**src/rtl/cpu_ctrl_pkg.sv**
```systemverilog
// cpu_ctrl_pkg: shared state type and default sizing for the decode/memory hazard controller
package cpu_ctrl_pkg;
    typedef enum logic {IDLE, MEM_WAIT} mem_state_t;
    localparam int DEF_REG_AW  = 4;
    localparam int DEF_TIMEOUT = 15;
endpackage

```
**src/rtl/reg_scoreboard.sv**
```systemverilog
// reg_scoreboard: per-register write-pending bits with write-first read bypass and optional r0 mask
module reg_scoreboard #(
    parameter int AW      = 4,
    parameter bit ZERO_EN = 1
) (
    input  logic          clk,
    input  logic          rst_n,
    input  logic          set_en,
    input  logic [AW-1:0] set_idx,
    input  logic          clr_en,
    input  logic [AW-1:0] clr_idx,
    input  logic          abt_en,
    input  logic [AW-1:0] abt_idx,
    input  logic [AW-1:0] rd1_idx,
    input  logic [AW-1:0] rd2_idx,
    output logic          rd1_pend,
    output logic          rd2_pend
);
    localparam int N = 2**AW;
    logic [N-1:0] pend, set_v, clr_v;
    always_comb begin
        set_v = '0;
        clr_v = '0;
        set_v[set_idx] = set_en & ~(ZERO_EN && set_idx == '0);
        clr_v[clr_idx] = clr_en;
        clr_v[abt_idx] = clr_v[abt_idx] | abt_en;
        // a writeback landing this cycle already satisfies the reader
        rd1_pend = pend[rd1_idx] & ~(clr_en && clr_idx == rd1_idx) & ~(ZERO_EN && rd1_idx == '0);
        rd2_pend = pend[rd2_idx] & ~(clr_en && clr_idx == rd2_idx) & ~(ZERO_EN && rd2_idx == '0);
    end
    // set after clear: the newly issued writer is younger than the one retiring
    always_ff @(posedge clk or negedge rst_n)
        if (!rst_n) pend <= '0;
        else pend <= (pend & ~clr_v) | set_v;
endmodule

```
**src/rtl/hazard_mem_sequencer.sv**
```systemverilog
// hazard_mem_sequencer: decode issue/stall/flush control with RAW scoreboard and timed memory handshake
module hazard_mem_sequencer
    import cpu_ctrl_pkg::*;
#(
    parameter int REG_AW      = DEF_REG_AW,
    parameter int TIMEOUT     = DEF_TIMEOUT,
    parameter bit ZERO_REG_EN = 1
) (
    input  logic              clk,
    input  logic              rst_n,
    input  logic              id_valid,
    input  logic [REG_AW-1:0] id_rs1,
    input  logic [REG_AW-1:0] id_rs2,
    input  logic              id_rs1_used,
    input  logic              id_rs2_used,
    input  logic [REG_AW-1:0] id_rd,
    input  logic              id_wreg,
    input  logic              id_rmem,
    input  logic              id_wmem,
    input  logic              ex_branch_taken,
    input  logic              wb_valid,
    input  logic [REG_AW-1:0] wb_rd,
    input  logic              mem_ready,
    output logic              issue,
    output logic              stall,
    output logic              flush_id,
    output logic              mem_req,
    output logic              mem_we,
    output logic              mem_done,
    output logic              mem_err,
    output logic [15:0]       stall_cnt
);
    mem_state_t state, state_nx;
    logic [7:0] timer;
    logic we_q, wreg_q, hz1, hz2, hazard, timeout;
    logic [REG_AW-1:0] ld_rd;
    reg_scoreboard #(.AW(REG_AW), .ZERO_EN(ZERO_REG_EN)) u_sb (
        .clk(clk), .rst_n(rst_n),
        .set_en(issue & id_wreg), .set_idx(id_rd),
        .clr_en(wb_valid), .clr_idx(wb_rd),
        .abt_en(mem_err & ~we_q & wreg_q), .abt_idx(ld_rd),
        .rd1_idx(id_rs1), .rd2_idx(id_rs2),
        .rd1_pend(hz1), .rd2_pend(hz2)
    );
    always_comb begin
        hazard   = (id_rs1_used & hz1) | (id_rs2_used & hz2);
        mem_req  = state == MEM_WAIT;
        issue    = id_valid & ~hazard & ~ex_branch_taken & ~mem_req;
        stall    = ~ex_branch_taken & ((id_valid & hazard) | mem_req);
        flush_id = ex_branch_taken;
        mem_we   = mem_req & we_q;
        timeout  = mem_req & (timer == 8'(TIMEOUT - 1));
        mem_done = mem_req & mem_ready;
        mem_err  = timeout & ~mem_ready;
        state_nx = mem_req ? ((mem_done | mem_err) ? IDLE : MEM_WAIT)
                           : ((issue & (id_rmem | id_wmem)) ? MEM_WAIT : IDLE);
    end
    always_ff @(posedge clk or negedge rst_n)
        if (!rst_n) begin
            state     <= IDLE;
            timer     <= '0;
            we_q      <= 1'b0;
            wreg_q    <= 1'b0;
            ld_rd     <= '0;
            stall_cnt <= '0;
        end else begin
            state <= state_nx;
            timer <= mem_req ? timer + 8'd1 : 8'd0;
            if (issue) begin
                we_q   <= id_wmem;
                wreg_q <= id_wreg;
                ld_rd  <= id_rd;
            end
            if (stall && stall_cnt != 16'hFFFF) stall_cnt <= stall_cnt + 16'd1;
        end
endmodule

```
**config.mk**
```make
export PLATFORM = sky130hd
export DESIGN_NAME = hazard_mem_sequencer
export DESIGN_NICKNAME = d
export VERILOG_FILES = /design/src/rtl/cpu_ctrl_pkg.sv /design/src/rtl/reg_scoreboard.sv /design/src/rtl/hazard_mem_sequencer.sv
export SDC_FILE = /design/constraint.sdc
export NUM_CORES = 1
export LEC_CHECK = 0
export CORE_MARGIN = 8
export CORE_UTILIZATION = 57
export CTS_BUF_LIST = sky130_fd_sc_hd__clkbuf_16
export DETAILED_ROUTE_END_ITERATION = 8
export GPL_TIMING_DRIVEN = 0
export PLACE_DENSITY = 0.86
export SYNTH_ARGS = -nofsm -noshare
export SYNTH_HDL_FRONTEND = slang
export SYNTH_SLANG_ARGS = --single-unit
export TNS_END_PERCENT = 30
```
**constraint.sdc**
```tcl
create_clock -name clk -period 7 [get_ports clk]
set_clock_uncertainty 0.05 [all_clocks]
set_input_delay 1.4 -clock clk [delete_from_list [all_inputs] [get_ports clk]]
set_output_delay 1.4 -clock clk [all_outputs]
set_load 0.1 [all_outputs]
```
# Word-level counts from Yosys, hierarchy flattened
# Cells that the tools add are included.
[classes]
n_addsub = 2
order_cmp = 8
eq_ne = 4
n_mux = 17
bitwise = 40
n_reduce_logical = 9
[op_table]
columns = ["cell", "count"]
rows = [
  ["$and A16 B16 Y16", 3],
  ["$lt A4 B5 Y1 const B", 5],
  ["$and A1 B1 Y1", 20],
  ["$add A16 B1 Y16 const B", 1],
  ["$bwmux W16", 1],
  ["$ne A16 B16 Y1 const B", 1],
  ["$not A16 Y16", 1],
  ["$or A16 B16 Y16", 1],
  ["$bmux W1 S4", 3],
  ["$demux W1 S4", 3],
  ["$ge A4 B1 Y1 const B", 3],
  ["$logic_not A4 Y1", 3],
  ["$not A1 Y1", 10],
  ["$mux W1", 9],
  ["$add A8 B1 Y8 const B", 1],
  ["$eq A4 B4 Y1", 2],
  ["$eq A8 B4 Y1 const B", 1],
  ["$mux W8", 1],
  ["$logic_and A1 B1 Y1", 6],
  ["$or A1 B1 Y1", 5],
]
[totals]
ff_bits = 47
in_bits = 27
out_inout_bits = 23
elab_cells = 87

# Longest topological paths before layout
# Gate-level depths: netlist of the first run.
[depth]
ltp_word = 15
depth_mapped = 9
mapped_depth_nobuf = 9

# Cells and area by module
# Synthesis of the first run repeated with hierarchy kept, for this count alone.
[unflattened]
hier_cells = 319
area_unflattened_um2 = 3079.2
[modules_own_cells]
columns = ["module", "n_inst", "cells_per_inst", "area_per_inst_um2"]
rows = [
  ["reg_scoreboard", 1, 180, 1585.3],
  ["hazard_mem_sequencer", 1, 139, 1493.9],
]

# Least setup slack after synthesis of the first run
# OpenSTA, ideal clock, no wires.
[synth_path]
path_kind = "input -> output"
from = "input port id_rs2[0]"
to = "output port issue"
arrival_time_ns = 2.929
required_ns = 5.550
setup_slack_ns = 2.621
stages = 7
n_path_buf = 1
cell_sequence = "buf_2 -> mux4_2 -> mux2i_1 -> mux2i_1 -> nand2_1 -> nand3_2 -> inv_2"
[synth_between]
elab_chain_len = 11
elab_cells_between_ends = 15
classes_between = "1 x eq/ne; 2 x mux; 10 x bitwise; 2 x reduce/logical"
[synth_lines]
columns = ["item", "line", "source"]
rows = [
  ["start, declared", "hazard_mem_sequencer.sv:13", "input logic [REG_AW-1:0] id_rs2,"],
  ["parallel branches: the longest is 4 deep, another holds $bmux W1 S4", "-", ""],
  ["$and A1 B1 Y1 *", "reg_scoreboard.sv:29", "rd2_pend = pend[rd2_idx] & ~(clr_en && clr_idx == rd2_idx) & ~(ZERO_EN && rd2_idx == '0);"],
  ["$and A1 B1 Y1 *", "hazard_mem_sequencer.sv:46", "hazard = (id_rs1_used & hz1) | (id_rs2_used & hz2);"],
  ["$or A1 B1 Y1 *", "hazard_mem_sequencer.sv:46", ""],
  ["$not A1 Y1 *", "hazard_mem_sequencer.sv:48", "issue = id_valid & ~hazard & ~ex_branch_taken & ~mem_req;"],
  ["$and A1 B1 Y1 * (3 in series)", "hazard_mem_sequencer.sv:48", ""],
  ["end, declared", "hazard_mem_sequencer.sv:24", "output logic issue,"],
]
# Every way passes the cells marked *. The select of a mux whose other input is x is not followed.

# Worst setup path after layout of the first run
[layout_path]
from = "input port id_rs1[0]"
to = "output port stall"
[layout_between]
elab_chain_len = 10
elab_cells_between_ends = 14
classes_between = "1 x eq/ne; 2 x mux; 9 x bitwise; 2 x reduce/logical"
[layout_lines]
columns = ["item", "line", "source"]
rows = [
  ["start, declared", "hazard_mem_sequencer.sv:12", "input logic [REG_AW-1:0] id_rs1,"],
  ["parallel branches: the longest is 4 deep, another holds $bmux W1 S4", "-", ""],
  ["$and A1 B1 Y1 *", "reg_scoreboard.sv:28", "rd1_pend = pend[rd1_idx] & ~(clr_en && clr_idx == rd1_idx) & ~(ZERO_EN && rd1_idx == '0);"],
  ["$and A1 B1 Y1 *", "hazard_mem_sequencer.sv:46", ""],
  ["$or A1 B1 Y1 *", "hazard_mem_sequencer.sv:46", ""],
  ["$and A1 B1 Y1 *", "hazard_mem_sequencer.sv:49", "stall = ~ex_branch_taken & ((id_valid & hazard) | mem_req);"],
  ["$or A1 B1 Y1 *", "hazard_mem_sequencer.sv:49", ""],
  ["$and A1 B1 Y1 *", "hazard_mem_sequencer.sv:49", ""],
  ["end, declared", "hazard_mem_sequencer.sv:25", "output logic stall,"],
]
# Marked as above.

==> results of run 1 <==
power groups by stage:
| stage | Sequential (mW) | Clock, mW | Combinational (mW) |
|---|---|---|---|
| after detailed placement | 0.352 | 0 | 0.349 |
| after global placement | 0.352 | 0 | 0.342 |
| after CTS | 0.348 | 0.278 | 0.352 |
| after global routing | 0.354 | 0.287 | 0.375 |
| after floorplan | 0.454 | 0 | 0.145 |
| final | 0.350 | 0.274 | 0.353 |
critical path: stages:
cell and delay, ns:
clkdlybuf4s50_1 0.57, mux4_2 0.53, mux2i_1 0.16, nand3_1 0.19
o221ai_4 0.35, buf_6 0.19, clkdlybuf4s50_1 1.13
how the worst max path moves through the flow:
| stage | slack (ns) | to | depth (start not counted) | start |
|---|---|---|---|---|
| floorplan | 2.62 | issue | 7 | id_rs2[0] |
| global placement | 1.08 | stall | 7 | id_rs1[0] |
| detailed placement | 1.02 | stall | 7 | id_rs1[0] |
| CTS | 1.02 | stall | 7 | id_rs1[0] |
| global route | 0.92 | stall | 7 | id_rs1[0] |
| finish | 1.02 | stall | 7 | id_rs1[0] |
cell families (layout without fill, tap and decap cells):
family | count (synthesis) | count (layout) | share of synthesized area [%]
buf+inv | 23 | 75 | 3.66
compound gates | 53 | 53 | 13.0
fa+ha+maj | 3 | 3 | 1.29
mux | 21 | 21 | 9.98
flops | 47 | 47 | 40.4
simple gates | 126 | 126 | 22.3
xor+xnor | 31 | 31 | 9.33
placed cells by master (no fill, tap or decap), types with 4 or more instances in the layout:
| cell type | synthesis | final |
|---|---|---|
| nand2_1 | 30 | 30 |
| dfrtp_1 | 47 | 47 |
| nor2_1 | 29 | 29 |
| inv_1 | 6 | 6 |
| clkbuf_1 | 11 | 11 |
| nor3_1 | 4 | 4 |
| xor2_1 | 15 | 15 |
| xnor2_1 | 16 | 16 |
| nand4b_1 | 4 | 4 |
| and3_1 | 11 | 11 |
| nor2b_1 | 4 | 4 |
| nand2b_1 | 8 | 8 |
| clkbuf_16 | 0 | 5 |
| nand3_1 | 18 | 18 |
| o21ai_0 | 13 | 13 |
| mux2i_1 | 11 | 11 |
| o21ai_1 | 8 | 8 |
| o311ai_0 | 5 | 5 |
| o31ai_1 | 4 | 4 |
| mux4_2 | 6 | 6 |
| clkdlybuf4s50_1 | 0 | 42 |
| o211ai_1 | 8 | 8 |
cell type report:
| type | instances | share of cell area (%) |
|---|---|---|
| inverters | 7 | 0.727 |
| flip-flops and latches | 47 | 32.5 |
| repair buffers | 44 | 12.3 |
| multi-input cells | 234 | 45.0 |
| well taps | 70 | 2.42 |
| clock buffers | 5 | 3.46 |
| plain buffers | 16 | 2.22 |
| clock inverters | 3 | 1.28 |
routing by layer:
layer | share of wire (%) | wire, um | vias to the layer above
met3 | 8.0 | 605 | 19
met4 | 2.0 | 148 | 0
met5 | 0 | 0 | -
met2 | 48 | 3590 | 116
met1 | 42 | 3170 | 1254
li1 | - | - | 1198
stage by stage:
step | instances | setup WS [ns] | cell area (sq um) | hold WS (ns)
3_3_place_gp | 417 | 1.08 | 3430 | 0.407
3_5_place_dp | 418 | 1.02 | 3440 | 0.425
2_1_floorplan | 304 | 2.62 | 2910 | 0.388
6_report | 426 | 1.02 | 3610 | 0.427
4_1_cts | 426 | 1.02 | 3610 | 0.430
5_1_grt | 426 | 0.923 | 3610 | 0.441
registers in the layout, indices dropped and copies added, names as in the netlist:
signal     cells
u_sb.pend     16
timer          8
stall_cnt     16
wreg_q         1
ld_rd          4
we_q           1
mem_req        1
==> flow_summary_export.csv, run 1 <==
group,metric,value,unit
synthesis,yosysSeqAreaShare,40.4,%
place,place.detailed.hpwl,5.51,mm
finish,post_route_cells_drive_above_1_share,8.99,%
min_path,hp-start,"timer[0]$_DFF_PN0_",
drt,finalWirelength,7.52,mm
sta,max_clock_freq,167,MHz
floorplan,core_footprint,5010,sq um
clock_network,cts_tree,"done",
place,globalplace.congestion,0.901,
synthesis,most_repeated_cell_in_the_gate_level_netlist_after_synthesis,"dfrtp_1",
synthesis,most_used_standard_cells_in_the_synthesized_netlist,"dfrtp_1 (47), nand2_1 (30), nor2_1 (29)",
sta,final_min_period_over_clock_period,85.5,%
clock_network,cts_hold_repair.buffers,0,
worst_setup_path,worst-endpoint-required,5.55,ns
pwr,power_frac_seq,35.8,%
worst_setup_path,worstReg2RegEnd,"u_sb.pend[8]$_DFF_PN0_",
drt,postRouteAntennaNets,0,
clock_network,cts_buffers,5,
drt,drt_iter0_drc,252,
global_routing,use_met2,33.0,%
sta,fin_tns_setup,0,ns
global_routing,globalRouteTotalUtil,20.6,%
sta,timing.final.max_slew_violations,0,
min_path,min_path_type,"register to register",
global_routing,overflow,0,
worst_setup_path,crit-reg2reg-launch,"timer[0]$_DFF_PN0_",
min_path,hold_end,"timer[0]$_DFF_PN0_",
sta,max_slew.worst_pin.slew,0.981,ns
synthesis,yosys_warnings,0,
drt,vias,2587,
global_routing,grt_start_max_net_pins,41,
sta,final_period_minus_worst_setup_slack,5.98,ns
clock_network,clk_pin_slew,0.07,ns
clock_network,postcts_resize_cnt,0,
floorplan,die_y,87.4,um
clock_network,cts.repair_timing.setup_buffer_count,0,
finish,area.growth.synth_to_final,24.2,%
status,run_status,"finished, final reports clean",
worst_setup_path,worst_r2r_path_depth,8,
synthesis,synth_edf_count,0,
drt,total_drc_errors_in_the_routed_layout,0,
finish,layout.area.seq,1180,sq um
global_routing,groute.layer.met1.usage,26.1,%
job,drv.max_cap_violation_count,0,
min_path,hold_depth,1,
sta,hold_violations,0,
synthesis,ys.flop_type,"dfrtp_1",
global_routing,grt_use_met3,5.47,%
synthesis,synth.top_cells.by_area,"dfrtp_1 (40%), xnor2_1 (4.8%), mux4_2 (4.6%), xor2_1 (4.5%), nand2_1 (3.9%)",
floorplan,die-area,7650,sq um
worst_setup_path,timing.critical_path.to_type,"primary output",
synthesis,netlist_area,2910,sq um
clock_network,cts_num_sinks,47,
pwr,p_sw_share,39.8,%
worst_setup_path,cp_data_arrival_time,4.53,ns
synthesis,flop_and_latch_count_out_of_synthesis,47,
pwr,share_comb_of_total_power,36.1,%
floorplan,floorplan.io_pins,50,
worst_setup_path,timing.critical_path.from_type,"input pin",
drt,drt_pass1_iterations,5,
sta,rsz0062_at_grt,"no",
worst_setup_path,minimum_setup_slack_among_reg_to_reg_paths,4.40,ns
worst_setup_path,path_class,"input pin to primary output",
finish,nNetsFinal,385,
clock_network,root_buffer,"clkbuf_16",
synthesis,synth_nets,334,
synthesis,postSynth.asyncResetShare,100,%
synthesis,yosys.cell_types.count,49,
pwr,clock_power_share,28.1,%
floorplan,rows,26,
finish,multiInputGateArea,1630,sq um
synthesis,avgSynthCellArea,9.57,sq um
pwr,switchingPower,0.389,mW
global_routing,globalRoute.busiestLayer,"met2",
synthesis,post-synth-top-area-cell,"dfrtp_1",
pwr,internal_power,0.588,mW
pwr,power_leakage,1.48,nW
pwr,max-vdd-ir-drop,387,uV
drt,drt-vias-per-instance,6.07,
floorplan,die_width,87.4,um
sta,finalSetupViolCount,0,
sta,max-slew-margin-rel,34.4,%
synthesis,synth_largest_type_area_fraction,40.4,%
place,port_buffers,43,
finish,insertedDiodeCount,0,
pwr,power_total,0.976,mW
worst_setup_path,path_max_fanout,10,
drt,drt-wirelength-per-cell,17.7,um
clock_network,cts_htree_levels,2,
pwr,total_power_per_unit_cell_area,270,nW/um^2
floorplan,floorplan.initialDensity,58.1,%
clock_network,cts.path.max_buffers,2,
finish,postLayoutCoreUtil,72.1,%
global_routing,initial_antenna_violation_count,0,
finish,final.fill_count,396,
global_routing,first_pass_grt_wire_length,12.3,mm
global_routing,grt_pass1_vias,2509,
clock_network,clk-insertion-delay-late,0.29,ns
synthesis,mapped_cells,304,
Power figures use the tool's default switching activity.
==> inputs of run 2 (changes only) <==
--- a/config.mk
+++ b/config.mk
@@ -8,6 +8,7 @@
 export CORE_MARGIN = 8
 export CORE_UTILIZATION = 57
 export CTS_BUF_LIST = sky130_fd_sc_hd__clkbuf_16
+export CTS_CLUSTER_DIAMETER = 50
 export DETAILED_ROUTE_END_ITERATION = 8
 export GPL_TIMING_DRIVEN = 0
 export PLACE_DENSITY = 0.86
==> results of run 2 <==
Same layout as run 1: the final DEF is identical, and so are final timing and power.
==> inputs of run 3 (changes only) <==
--- a/config.mk
+++ b/config.mk
@@ -10,7 +10,6 @@
 export CTS_BUF_LIST = sky130_fd_sc_hd__clkbuf_16
 export CTS_CLUSTER_DIAMETER = 50
 export DETAILED_ROUTE_END_ITERATION = 8
-export GPL_TIMING_DRIVEN = 0
 export PLACE_DENSITY = 0.86
 export SYNTH_ARGS = -nofsm -noshare
 export SYNTH_HDL_FRONTEND = slang
==> run 3 against run 2 <==
  * Register-to-register slack improved by 0.04 ns
  * Critical endpoint unchanged
  * Sequential share of layout area increased by 0.66 points
  * Global-route usage fell by 0.15 points
  * Critical path type unchanged
  * Highest routed layer unchanged
  * Non-clock buffer count shrank 11
  * Total power decreased by 4.7%
==> flow_summary_export.csv, run 3 (synthesized netlist as in run 1, its figures left out) <==
group,metric,value,unit
drt,postRouteAntennaNets,0,
pwr,share_comb_of_total_power,35.4,%
floorplan,die-area,7650,sq um
place,place.detailed.hpwl,5.52,mm
floorplan,floorplan.initialDensity,58.1,%
global_routing,globalRouteTotalUtil,20.4,%
drt,drt-wirelength-per-cell,17.6,um
clock_network,clk_pin_slew,0.06,ns
job,drv.max_cap_violation_count,0,
worst_setup_path,crit-reg2reg-launch,"timer[0]$_DFF_PN0_",
min_path,hp-start,"stall_cnt[8]$_DFFE_PN0P_",
finish,instances_no_fill,415,
sta,max_clock_freq,184,MHz
worst_setup_path,path_class,"input pin to primary output",
global_routing,first_pass_grt_wire_length,12.3,mm
clock_network,cts_num_sinks,47,
sta,finalSetupViolCount,0,
pwr,power_frac_seq,39.4,%
sta,max-slew-margin-rel,30.6,%
clock_network,cts_buffers,5,
place,globalplace.congestion,0.921,
drt,drt-vias-per-instance,6.07,
clock_network,cts_htree_levels,2,
sta,final_min_period_over_clock_period,77.5,%
clock_network,cts.repair_timing.setup_buffer_count,0,
clock_network,root_buffer,"clkbuf_16",
worst_setup_path,timing.critical_path.from_type,"input pin",
drt,drt_pass1_iterations,4,
finish,insertedDiodeCount,0,
pwr,clock_power_share,25.3,%
drt,vias,2517,
floorplan,die_y,87.4,um
pwr,power_leakage,1.45,nW
clock_network,cts_tree,"done",
finish,area.growth.synth_to_final,21.8,%
worst_setup_path,timing.critical_path.to_type,"primary output",
sta,fin_tns_setup,0,ns
clock_network,postcts_resize_cnt,0,
sta,final_period_minus_worst_setup_slack,5.43,ns
min_path,hold_end,"stall_cnt[8]$_DFFE_PN0P_",
place,placed_cells_incl_taps,407,
finish,final.fill_count,407,
drt,total_drc_errors_in_the_routed_layout,0,
global_routing,grt_pass1_vias,2535,
finish,layout.cells.most_common_list,"dfrtp_1 (47), clkdlybuf4s50_1 (46), nand2_1 (30), nor2_1 (29), nand3_1 (18)",
finish,nNetsFinal,374,
finish,mostFrequentLayoutCell,"dfrtp_1",
finish,top_regs,"stall_cnt x16, u_sb.pend x16, timer x8",
global_routing,grt_start_max_net_pins,48,
sta,timing.final.max_slew_violations,0,
sta,rsz0062_at_grt,"no",
worst_setup_path,path_max_fanout,17,
floorplan,core_footprint,5010,sq um
pwr,total_power_per_unit_cell_area,263,nW/um^2
place,port_buffers,49,
clock_network,clk-insertion-delay-late,0.29,ns
status,run_status,"finished, final reports clean",
finish,post_route_cells_drive_above_1_share,8.12,%
pwr,internal_power,0.545,mW
global_routing,overflow,0,
drt,drt_iter0_drc,270,
global_routing,initial_antenna_violation_count,0,
floorplan,die_width,87.4,um
pwr,max-vdd-ir-drop,286,uV
pwr,switchingPower,0.385,mW
sta,hold_violations,0,
min_path,min_path_type,"register to register",
min_path,hold_depth,1,
worst_setup_path,cp_data_arrival_time,3.98,ns
floorplan,floorplan.io_pins,50,
floorplan,rows,26,
worst_setup_path,worst_r2r_path_depth,8,
worst_setup_path,worstReg2RegEnd,"u_sb.pend[8]$_DFF_PN0_",
worst_setup_path,minimum_setup_slack_among_reg_to_reg_paths,4.44,ns
worst_setup_path,worst-endpoint-required,5.55,ns
sta,max_slew.worst_pin.slew,1.04,ns
pwr,p_sw_share,41.4,%
clock_network,cts_hold_repair.buffers,0,
drt,finalWirelength,7.32,mm
clock_network,cts.path.max_buffers,2,
-- run 3: layout make-up --
cell class                 instances  area [sq um]  share of cell area [%]
inverter                           7          26.3                   0.742
clock buffer                       5           125                    3.53
multi-input combinational        234          1630                    45.9
timing repair buffer              49           480                    13.6
sequential                        47          1180                    33.2
clock inverter                     3          20.0                   0.565
tap                               70          87.6                    2.47
-- run 3: worst max-delay path, cell delays in order --
cell and delay, ns:
clkdlybuf4s50_1 0.75, mux2i_1 0.15, mux4_2 0.49, mux2i_1 0.16
nand3_1 0.19, o221ai_4 0.44, buf_4 0.39
-- run 3: metal layers --
metal / routed length (um) / GRT usage (%) / vias to the layer above
li1: - / - / 1177
met3: 619 / 5.57 / 10
met4: 70 / 6.09 / 0
met1: 3110 / 26.1 / 1236
met2: 3510 / 32.8 / 94
met5: 0 / 0 / -
-- run 3: power by group through the flow --
stage | clock, mW | sequential [mW] | combinational (mW)
after global routing | 0.248 | 0.373 | 0.351
final | 0.235 | 0.366 | 0.329
after CTS | 0.238 | 0.364 | 0.331
after global placement | 0 | 0.368 | 0.322
after detailed placement | 0 | 0.369 | 0.330
after floorplan | 0 | 0.454 | 0.145
-- run 3: worst max-delay path by stage --
stage,start,endpoint,slack [ns],depth (start not counted)
global route,id_rs1[2],stall,1.44,7
global placement,id_rs1[2],stall,1.65,7
detailed placement,id_rs1[2],stall,1.56,7
finish,id_rs1[2],stall,1.57,7
CTS,id_rs1[2],stall,1.57,7
floorplan,id_rs2[0],issue,2.62,7
-- run 3: metrics by stage --
step / instance area [sq um] / hold WS (ns) / power, mW / worst slack (ns) / utilization [%]
floorplan: 2910 / 0.388 / 0.599 / 2.62 / -
global placement: 3400 / 0.409 / 0.690 / 1.65 / 67.8
detailed placement: 3400 / 0.439 / 0.698 / 1.56 / 67.8
CTS: 3540 / 0.452 / 0.934 / 1.57 / 70.7
global route: 3540 / 0.464 / 0.973 / 1.44 / 70.7
finish: 3540 / 0.444 / 0.931 / 1.57 / 70.7
